$ cat src/rtl/mile_display_driver.sv
// Distance-to-display driver: clamps the tenths-of-a-mile count, converts it to BCD
// with a one-shift-per-cycle double-dabble engine and scans a 4-digit "XXX.X" display.
module mile_display_driver #(
    parameter int REFRESH_DIV = 100000,
    parameter int SAT_VALUE   = 9999
) (
    input  logic        CLK,
    input  logic        RESET,
    input  logic [13:0] mileCounter,
    output logic [3:0]  anode,
    output logic [6:0]  sevenSeg,
    output logic        decimalPoint,
    output logic        busy
);

    localparam int RW = (REFRESH_DIV > 2) ? $clog2(REFRESH_DIV) : 1;
    localparam logic [RW-1:0] REF_MAX = RW'(REFRESH_DIV - 1);

    localparam logic [1:0] IDLE   = 2'd0;
    localparam logic [1:0] LOAD   = 2'd1;
    localparam logic [1:0] SHIFT  = 2'd2;
    localparam logic [1:0] COMMIT = 2'd3;

    logic [1:0]    state;
    logic [13:0]   clampVal;
    logic [13:0]   sampledVal;
    logic [13:0]   shiftBin;
    logic [15:0]   bcdScratch;
    logic [15:0]   bcdAdj;
    logic [15:0]   dispBcd;
    logic [3:0]    iterCnt;
    logic          pending;
    logic [RW-1:0] refreshCnt;
    logic [1:0]    scanIdx;
    logic [3:0]    curDigit;
    logic [6:0]    segCode;
    logic          blankDigit;

    always_comb begin
        clampVal = (mileCounter > 14'(SAT_VALUE)) ? 14'(SAT_VALUE) : mileCounter;
    end

    // Add-3 correction on every nibble before the shift
    always_comb begin
        bcdAdj = bcdScratch;
        for (int i = 0; i < 4; i++) begin
            if (bcdScratch[4*i +: 4] >= 4'd5)
                bcdAdj[4*i +: 4] = bcdScratch[4*i +: 4] + 4'd3;
        end
    end

    always_ff @(posedge CLK) begin
        if (RESET) begin
            state      <= IDLE;
            sampledVal <= '0;
            shiftBin   <= '0;
            bcdScratch <= '0;
            iterCnt    <= '0;
            pending    <= 1'b0;
            dispBcd    <= '0;
            busy       <= 1'b0;
        end else begin
            case (state)
                IDLE: begin
                    if (clampVal != sampledVal)
                        state <= LOAD;
                end
                LOAD: begin
                    shiftBin   <= clampVal;
                    sampledVal <= clampVal;
                    bcdScratch <= '0;
                    iterCnt    <= 4'd14;
                    busy       <= 1'b1;
                    state      <= SHIFT;
                end
                SHIFT: begin
                    bcdScratch <= {bcdAdj[14:0], shiftBin[13]};
                    shiftBin   <= {shiftBin[12:0], 1'b0};
                    iterCnt    <= iterCnt - 4'd1;
                    if (iterCnt == 4'd1)
                        state <= COMMIT;
                    if (clampVal != sampledVal)
                        pending <= 1'b1;
                end
                default: begin
                    // Display register only ever sees a finished conversion
                    dispBcd <= bcdScratch;
                    busy    <= 1'b0;
                    pending <= 1'b0;
                    state   <= (pending || (clampVal != sampledVal)) ? LOAD : IDLE;
                end
            endcase
        end
    end

    always_comb begin
        case (scanIdx)
            2'd0:    curDigit = dispBcd[3:0];
            2'd1:    curDigit = dispBcd[7:4];
            2'd2:    curDigit = dispBcd[11:8];
            default: curDigit = dispBcd[15:12];
        endcase
        blankDigit = ((scanIdx == 2'd3) && (dispBcd[15:12] == 4'd0)) ||
                     ((scanIdx == 2'd2) && (dispBcd[15:8] == 8'd0));
    end

    always_comb begin
        case (curDigit)
            4'd0:    segCode = 7'b1000000;
            4'd1:    segCode = 7'b1111001;
            4'd2:    segCode = 7'b0100100;
            4'd3:    segCode = 7'b0110000;
            4'd4:    segCode = 7'b0011001;
            4'd5:    segCode = 7'b0010010;
            4'd6:    segCode = 7'b0000010;
            4'd7:    segCode = 7'b1111000;
            4'd8:    segCode = 7'b0000000;
            4'd9:    segCode = 7'b0010000;
            default: segCode = 7'b1111111;
        endcase
    end

    always_ff @(posedge CLK) begin
        if (RESET) begin
            refreshCnt   <= '0;
            scanIdx      <= 2'd0;
            anode        <= 4'b1111;
            sevenSeg     <= 7'b1111111;
            decimalPoint <= 1'b1;
        end else begin
            if (refreshCnt == REF_MAX) begin
                refreshCnt <= '0;
                scanIdx    <= scanIdx + 2'd1;
            end else begin
                refreshCnt <= refreshCnt + 1'b1;
            end
            anode        <= ~(4'b0001 << scanIdx);
            sevenSeg     <= blankDigit ? 7'b1111111 : segCode;
            decimalPoint <= (scanIdx != 2'd1);
        end
    end

endmodule

$ cat config.mk
export PLATFORM = sky130hd
export DESIGN_NAME = mile_display_driver
export DESIGN_NICKNAME = d
export VERILOG_FILES = /design/src/rtl/mile_display_driver.sv
export SDC_FILE = /design/constraint.sdc
export NUM_CORES = 1
export LEC_CHECK = 0
export CORE_MARGIN = 8
export CORE_UTILIZATION = 31
export DETAILED_ROUTE_END_ITERATION = 8
export MAX_ROUTING_LAYER = met4
export SLEW_MARGIN = 20
export SYNTH_ARGS = -nofsm -noshare
export SYNTH_HDL_FRONTEND = slang
export SYNTH_SLANG_ARGS = --single-unit
$ cat constraint.sdc
create_clock -name CLK -period 1.85 [get_ports CLK]
set_input_delay 0.185 -clock CLK [delete_from_list [all_inputs] [get_ports CLK]]
set_output_delay 0.185 -clock CLK [all_outputs]
set_load 0.02 [all_outputs]
==> results of run 1 <==
repair_timing:
item                                    CTS  global route
endpoints found under the setup margin   10            18
pin swaps                                11            22
hold buffers                              0             0
setup buffers                             2             4
resized for setup                        39            31
logic make-up (layout without fill, tap and decap cells):
logic type / after synthesis / after routing / synth area share [%]
buffers and inverters: 55 / 140 / 4.39
DFF: 98 / 98 / 40.5
muxes: 31 / 31 / 6.43
and+or+nand+nor: 210 / 210 / 20.8
AOI/OAI and AO/OA: 120 / 120 / 16.2
adders and majority gates: 24 / 24 / 6.19
xor gates and xnor gates: 31 / 31 / 5.60
power by group:
part           internal, mW  leakage, nW  switching, mW  total, mW
combinational         0.971         1.44           1.19       2.16
clock                 0.937        0.137          0.874       1.81
sequential             2.42        0.801          0.207       2.62
state kept, by name (all words and copies together), names as in the netlist:
name and count:
refreshCnt 17, bcdScratch 16, dispBcd 16, sampledVal 14, shiftBin 14, sevenSeg 7, iterCnt 4, anode 3
scanIdx 2, state 2, busy 1, decimalPoint 1, pending 1
cells in the mapped netlist, drive strengths merged, types with 3 or more instances:
cell type / n / share of area (%)
a211oi: 14 / 2.2
a21oi: 31 / 3.2
a222oi: 3 / 0.62
a22oi: 11 / 1.7
a32oi: 3 / 0.70
and2: 3 / 0.39
and3: 5 / 0.65
buf: 4 / 0.44
clkbuf: 25 / 1.9
dfxtp: 98 / 40
ha: 24 / 6.2
inv: 25 / 1.9
mux2i: 30 / 6.2
nand2: 33 / 2.6
nand2b: 19 / 2.5
nand3: 13 / 1.3
nand3b: 3 / 0.46
nand4: 6 / 0.90
nor2: 97 / 7.6
nor3: 11 / 1.1
nor3b: 6 / 0.93
nor4: 6 / 1.1
o211ai: 6 / 0.93
o21ai: 36 / 3.8
o31ai: 4 / 0.62
xnor2: 16 / 2.9
xor2: 15 / 2.7
routing by layer:
metal | wire, um | up-vias
met3 | 323 | 10
li1 | - | 2129
met4 | 159 | 0
met1 | 5250 | 1933
met2 | 5210 | 44
met5 | 0 | -
critical path, delay by kind of cell:
kind | cells | cell delay, ns
simple gates | 2 | 0.64
compound gates | 4 | 0.71
buf+inv | 2 | 0.68
how the worst max path moves through the flow:
stage,from,end,slack (ns)
floorplan,mileCounter[11],state[0]$_SDFFE_PP0P_,-0.05
global placement,mileCounter[6],state[0]$_SDFFE_PP0P_,-0.52
detailed placement,mileCounter[6],state[0]$_SDFFE_PP0P_,-0.58
CTS,sampledVal[3]$_SDFFE_PP0P_,state[0]$_SDFFE_PP0P_,-0.12
global route,sampledVal[3]$_SDFFE_PP0P_,state[0]$_SDFFE_PP0P_,-0.18
finish,mileCounter[6],state[0]$_SDFFE_PP0P_,-0.12
final cells by class:
cell class                 instances  area, um2
fill                            1492       8880
tap                              211        264
clock inverter                     7       65.1
sequential                        98       1970
clock buffer                       9        225
timing repair buffer              98        840
multi-input combinational        416       2910
inverter                          26        108
==> impl_metrics.toml, run 1 <==
[sta]
slew_headroom_pct = 62.6
maxSlewViolCount = 0
hold_violations = 0
setup_tns_ns = -0.197
tightestPinTransition_ns = 0.556
setup_viol = 3
fin_ws_ns = -0.121
timing.fmax_mhz = 507
min_period_over_period_pct = 107
whs_ns = 0.201
rsz0062_at_grt = "true"
fin_worst_skew_ns = 0.00812
final.min_clock_period_ns = 1.97

[worst_hold_path]
hp-class = "primary input to flop"
hold_end = "bcdScratch[14]$_SDFFE_PP0P_"
hold_path_depth = 2
min_from = "RESET"

[placed_design]
io_buffers = 28
gp_congestion = 0.881
post-place-ws_ns = -0.580
placed_area_um2 = 5790
dp_cells = 843
hpwl_um = 7790

[global_routing]
antenna_found_initial = 0
gr-usage-all-layers_pct = 11.8
overflow = 0
grtUsageMet1_pct = 14.0
grt_pass1_vias = 4097
use_met2_pct = 19.4
grt_pass1_wl_um = 19000
grt_max_degree = 48
met3_usage_pct = 2.63
busiest_layer = "met2"

[power_and_ir_drop]
p_leak_nw = 2.37
vdd_drop_max_mv = 0.539
p_per_area_nw_per_um2 = 1030
finalPower_mw = 6.60

[route]
ant_nets = 0
firstDrtPassIters = 4
vias = 4116
avgRoutedWirePerCell_um = 12.6
viasPerCell = 4.76
drt_iter0_markers = 194
finalWirelength_um = 10900
drc_errors = 0

[floorplanning]
core_area_um2 = 15300
io_pins = 29
die_width_um = 141
die_y_um = 141
start_util_pct = 31.8
dieArea_um2 = 19900
rows = 45

[synthesis]
syn_nets = 609
synth_edf_count = 0
ys_seq_area_share_pct = 40.5
netlist_area_um2 = 4850
synth-seq-cells = 98
avgSynthCellArea_um2 = 8.52
synth_ff_type = "dfxtp_1"
yosys_warnings = 0
synthArstFlopShare_pct = 0
synthCells = 569
synthDistinctLibCells = 56

[clock_tree]
cts_buffer_depth = 2
clk_latency_ns = 0.35
h-tree-depth = 3
numCtsBuffers = 9
root_buffer = "clkbuf_16"
cts.clk_slew.worst_paths_ns = 0.07
tritoncts = "built"
cts.sinks = 98

[setup_path]
worstPathRequired_ns = 2.08
path_class = "primary input to flop"
cp_slowest_cell = "or4_4"
worstSetupEndpointType = "flop"
r2r-end = "state[0]$_SDFFE_PP0P_"
r2r_setup_slack_ns = -0.10
path_max_fanout = 4
slowest_delay_ns = 0.56
arrival_ns = 2.20
worstReg2RegStart = "sampledVal[3]$_SDFFE_PP0P_"
critPathLaunchType = "primary input"
reg2reg_depth = 6
cp_cell_sequence = "clkdlybuf4s50_1 > nor4_4 > buf_4 > o21ai_0 > a21oi_1 > or4_4 > o41ai_2 > o31ai_1"

[final_layout]
utilization_pct = 41.8
drive_gt1_share_pct = 20.9
final_common_cell = "dfxtp_1"
final_cell_mix = "dfxtp_1, nor2_1, buf_4"
fin_area_um2 = 6380
syn_to_final_growth_pct = 31.5
finalNetCount = 689
fin_cells = 865
diodes = 0

[outcome]
outcome = "finished, violations left"
violations = "setup timing"

[job]
maxCapViolCount = 0
Note: power is estimated with default switching activity, not from simulation.
==> run 2, diff against run 1 <==
--- a/config.mk
+++ b/config.mk
@@ -9,6 +9,7 @@
 export CORE_UTILIZATION = 31
 export DETAILED_ROUTE_END_ITERATION = 8
 export MAX_ROUTING_LAYER = met4
+export PLACE_DENSITY_LB_ADDON = 0.2
 export SLEW_MARGIN = 20
 export SYNTH_ARGS = -nofsm -noshare
 export SYNTH_HDL_FRONTEND = slang
==> impl_metrics.toml, run 2 (same netlist as run 1, synthesis figures left out) <==
[route]
finalWirelength_um = 11400
viasPerCell = 4.79
avgRoutedWirePerCell_um = 13.1
firstDrtPassIters = 5
drc_errors = 0
vias = 4172
drt_iter0_markers = 175
ant_nets = 0

[global_routing]
grt_pass1_wl_um = 19400
grt_pass1_vias = 4029
grt_max_degree = 30
gr-usage-all-layers_pct = 12.2
overflow = 0
antenna_found_initial = 0

[setup_path]
critPathLaunchType = "flop"
slowest_delay_ns = 0.49
path_class = "flop to flop"
worstSetupEndpointType = "flop"
path_max_fanout = 2
cpMostUsedCell = "o31ai_1"
cp_slowest_cell = "or4bb_1"
cp_cell_sequence = "or4bb_1 > o31ai_1 > a32oi_1 > or4_4 > o41ai_2 > o31ai_1"
arrival_ns = 2.17
worstPathRequired_ns = 2.07

[sta]
whs_ns = 0.237
fin_ws_ns = -0.0959
hold_violations = 0
fin_worst_skew_ns = 0.00698
rsz0062_at_grt = "true"
setup_viol = 5
tightestPinTransition_ns = 0.554
min_period_over_period_pct = 105
timing.fmax_mhz = 514
final.min_clock_period_ns = 1.95
maxSlewViolCount = 0
slew_headroom_pct = 62.7

[clock_tree]
cts_buffer_depth = 2
numCtsBuffers = 9
clk_latency_ns = 0.35
tritoncts = "built"
cts_hold_repair.buffers = 0
h-tree-depth = 3
cts.clk_slew.worst_paths_ns = 0.07
cts.sinks = 98
root_buffer = "clkbuf_16"

[floorplanning]
dieArea_um2 = 19900
io_pins = 29
start_util_pct = 31.8
core_area_um2 = 15300
die_width_um = 141
die_y_um = 141
rows = 45

[final_layout]
fill_cells = 1513
largest_register = "refreshCnt"
final_common_cell = "dfxtp_1"
top_regs = "refreshCnt (17), bcdScratch (16), dispBcd (16)"
syn_to_final_growth_pct = 31.0
finalNetCount = 695
utilization_pct = 41.6
diodes = 0
largest_reg_flops = 17
drive_gt1_share_pct = 20.8
final_cell_mix = "dfxtp_1, nor2_1, buf_4"

[job]
maxCapViolCount = 0

[power_and_ir_drop]
p_per_area_nw_per_um2 = 1060
finalPower_mw = 6.75
vdd_drop_max_mv = 0.629
p_leak_nw = 2.40

[outcome]
violations = "setup timing"
outcome = "finished, violations left"

[placed_design]
io_buffers = 28
hpwl_um = 8060
gp_congestion = 0.827

[worst_hold_path]
hp-class = "primary input to flop"
[run 2: cell count changes in the layout (fill, tap and decap cells not counted), sizes merged]
cell           delta
buf               +6
dlymetal6s2s      -1
clkinvlp          +1
dlygate4sd2       +3
clkdlybuf4s50     -2
bufinv            +1
inv               -1
clkinv            -1
[run 2: timing repair]
action | in CTS | in global routing
hold endpoints to repair | 0 | 0
pin swaps | 8 | 11
endpoints found under the setup margin | 10 | 10
resized for setup | 30 | 29
buffers inserted | 5 | 5
cloned | 0 | 0
[run 2: path summary, 6_finish.rpt]
kind | start | to | slack, ns | depth (start not counted)
worst max-delay path | sampledVal[3]$_SDFFE_PP0P_ | state[0]$_SDFFE_PP0P_ | -0.1 | 6
worst min-delay path | RESET | bcdScratch[12]$_SDFFE_PP0P_ | 0.24 | 2
worst max register to register | sampledVal[3]$_SDFFE_PP0P_ | state[0]$_SDFFE_PP0P_ | -0.1 | 6
worst min register to register | pending$_SDFFE_PP0P_ | pending$_SDFFE_PP0P_ | 0.47 | 2
[run 2: cell type report]
type                       instances  area, um2  area share [%]
multi-input combinational        416       2820            44.4
sequential                        98       1970            31.0
timing repair buffer             104        895            14.1
tap                              211        264            4.16
clock buffer                       9        225            3.55
inverter                          26        103            1.62
clock inverter                     7       77.6            1.22
[run 2: critical path, delay by kind of cell, from the launching register on]
kind,cells,cell delay (ns)
AO/OA/AOI/OAI,4,0.59
flip-flops,1,0.31
AND/OR/NAND/NOR,2,0.94
[run 2: power by group]
group	total, mW	internal, mW	switching [mW]
sequential	2.61	2.42	0.196
clock	1.91	1.06	0.852
combinational	2.22	1.01	1.22
total	6.75	4.48	2.26
[run 2: through the flow]
step / instance area [um2] / worst slack [ns] / setup TNS, ns / instances
after detailed placement: 5800 / -0.644 / -3.71 / 845
after global placement: 5800 / -0.552 / -2.80 / 845
final: 6350 / -0.0959 / -0.192 / 871
after global routing: 6350 / -0.207 / -1.05 / 871
after floorplan: 4860 / -0.0488 / -0.0488 / 569
after CTS: 6220 / -0.108 / -0.132 / 866
[run 2: routing by layer]
metal	track usage, %	part of all wire [%]	vias to the layer above
li1	-	-	2144
met1	15.0	48	1982
met2	19.3	48	38
met3	3.51	3.5	8
met4	2.88	1.1	0
met5	-	0	-
==> run 3, diff against run 2 <==
--- a/config.mk
+++ b/config.mk
@@ -5,6 +5,8 @@
 export SDC_FILE = /design/constraint.sdc
 export NUM_CORES = 1
 export LEC_CHECK = 0
+export CELL_PAD_IN_SITES_DETAIL_PLACEMENT = 1
+export CELL_PAD_IN_SITES_GLOBAL_PLACEMENT = 1
 export CORE_MARGIN = 8
 export CORE_UTILIZATION = 31
 export DETAILED_ROUTE_END_ITERATION = 8
==> impl_metrics.toml, run 3 (same netlist as run 1, synthesis figures left out) <==
[setup_path]
arrival_ns = 2.13
worstPathRequired_ns = 2.08
path_max_fanout = 2
r2r_setup_slack_ns = -0.05
critPathLaunchType = "primary input"
path_class = "primary input to flop"
worstSetupEndpointType = "flop"

[power_and_ir_drop]
pwr-share-seq_pct = 39.6
swShare_pct = 34.9
p_per_area_nw_per_um2 = 1050
p_leak_nw = 2.38
p_int_mw = 4.30
clock_power_share_pct = 26.8
combPwrFrac_pct = 33.5
netSwitchingPower_mw = 2.30
vdd_drop_max_mv = 0.581

[sta]
rsz0062_at_grt = "true"
fin_worst_skew_ns = 0.00544
fin_ws_ns = -0.0483
maxSlewViolCount = 0
tightestPinTransition_ns = 0.520
min_period_over_period_pct = 103
hold_violations = 0
final.min_clock_period_ns = 1.90
timing.fmax_mhz = 527
setup_viol = 5
slew_headroom_pct = 65.1

[final_layout]
syn_to_final_growth_pct = 30.3
drive_gt1_share_pct = 20.5
diodes = 0
largest_register = "refreshCnt"
finalNetCount = 695
final_cell_mix = "nor2_1, dfxtp_1, buf_4"
largest_reg_flops = 17
utilization_pct = 41.4
top_regs = "refreshCnt (17), bcdScratch (16), dispBcd (16)"
fill_cells = 1799

[placed_design]
gp_congestion = 0.848
hpwl_um = 9210
post-place-ws_ns = -0.620
io_buffers = 28

[global_routing]
grt_max_degree = 35
gr-usage-all-layers_pct = 13.7
antenna_found_initial = 0
grt_pass1_vias = 4490
grt_pass1_wl_um = 21600
overflow = 0

[floorplanning]
start_util_pct = 31.8
die_y_um = 141
io_pins = 29
die_width_um = 141
rows = 45
dieArea_um2 = 19900
core_area_um2 = 15300

[outcome]
violations = "setup timing"
outcome = "finished, violations left"

[route]
drc_errors = 0
avgRoutedWirePerCell_um = 14.8
firstDrtPassIters = 4
vias = 4240
ant_nets = 0
viasPerCell = 4.87
finalWirelength_um = 12800
drt_iter0_markers = 155

[clock_tree]
cts.clk_slew.worst_paths_ns = 0.07
numCtsBuffers = 9
clk_latency_ns = 0.35
h-tree-depth = 3
root_buffer = "clkbuf_16"
cts.sinks = 98
cts_hold_repair.buffers = 0
cts_buffer_depth = 2
tritoncts = "built"

[job]
maxCapViolCount = 0

[worst_hold_path]
hp-class = "primary input to flop"
[run 3: cell count changes in the layout (fill, tap and decap cells not counted), sizes merged]
| cell | change |
|---|---|
| dlygate4sd2 | +4 |
| inv | +1 |
| clkinv | -2 |
| clkdlybuf4s50 | -4 |
| bufinv | -1 |
| clkbuf | +1 |
[run 3: layout make-up]
| cell class | count | area, um2 | area share [%] |
|---|---|---|---|
| clock buffers | 10 | 229 | 3.62 |
| multi-input cells | 416 | 2840 | 44.9 |
| inverters | 26 | 108 | 1.70 |
| clock inverters | 5 | 40.0 | 0.634 |
| flip-flops and latches | 98 | 1970 | 31.2 |
| well taps | 211 | 264 | 4.18 |
| repair buffers | 104 | 870 | 13.8 |
[run 3: layer usage]
layer / global-route usage, % / vias to the layer above / part of all wire [%]
met4: 3.73 / 0 / 1.2
met2: 22.6 / 31 / 47
met5: - / - / 0
li1: - / 2140 / -
met1: 16.1 / 2058 / 49
met3: 3.61 / 11 / 2.4
[run 3: critical path, cell delays in order]
cell and delay (ns):
clkdlybuf4s50_1 0.49, or4bb_1 0.48, o31ai_1 0.08, a32oi_1 0.11, or4_4 0.46, o41ai_2 0.22, o31ai_1 0.11
[run 3: worst paths after layout]
path	endpoint	start	cells past startpoint
hold reg to reg	pending$_SDFFE_PP0P_	pending$_SDFFE_PP0P_	2
hold / removal	dispBcd[11]$_SDFFE_PP0N_	RESET	2
setup / recovery	state[0]$_SDFFE_PP0P_	mileCounter[2]	7
setup reg to reg	sevenSeg[6]$_SDFF_PP1_	scanIdx[1]$_SDFFE_PP0P_	9
[run 3: timing repair]
action	4_1_cts	5_1_grt
resized for setup	38	24
pin swaps	14	8
cloned	0	0
buffers inserted	5	5
endpoints found under the setup margin	10	31
[run 3: power by group through the flow]
stage                     registers [mW]  clock network (mW)  logic, mW
after floorplan                     2.64                   0       1.43
after global placement              2.65                   0       2.15
after detailed placement            2.66                   0       2.21
after CTS                           2.62                1.86       2.21
after global routing                2.65                1.93       2.49
final                               2.62                1.77       2.21
[run 3: through the flow]
step | instance area [um2] | cells | TNS (ns) | total power [mW] | hold slack [ns]
after floorplan | 4860 | 569 | -0.0488 | 4.07 | 0.290
after global placement | 5800 | 845 | -2.54 | 4.80 | 0.462
after detailed placement | 5800 | 845 | -3.59 | 4.87 | 0.462
after CTS | 6180 | 865 | -0.0887 | 6.69 | 0.185
after global routing | 6320 | 870 | -0.879 | 7.07 | 0.189
final | 6320 | 870 | -0.168 | 6.61 | 0.190
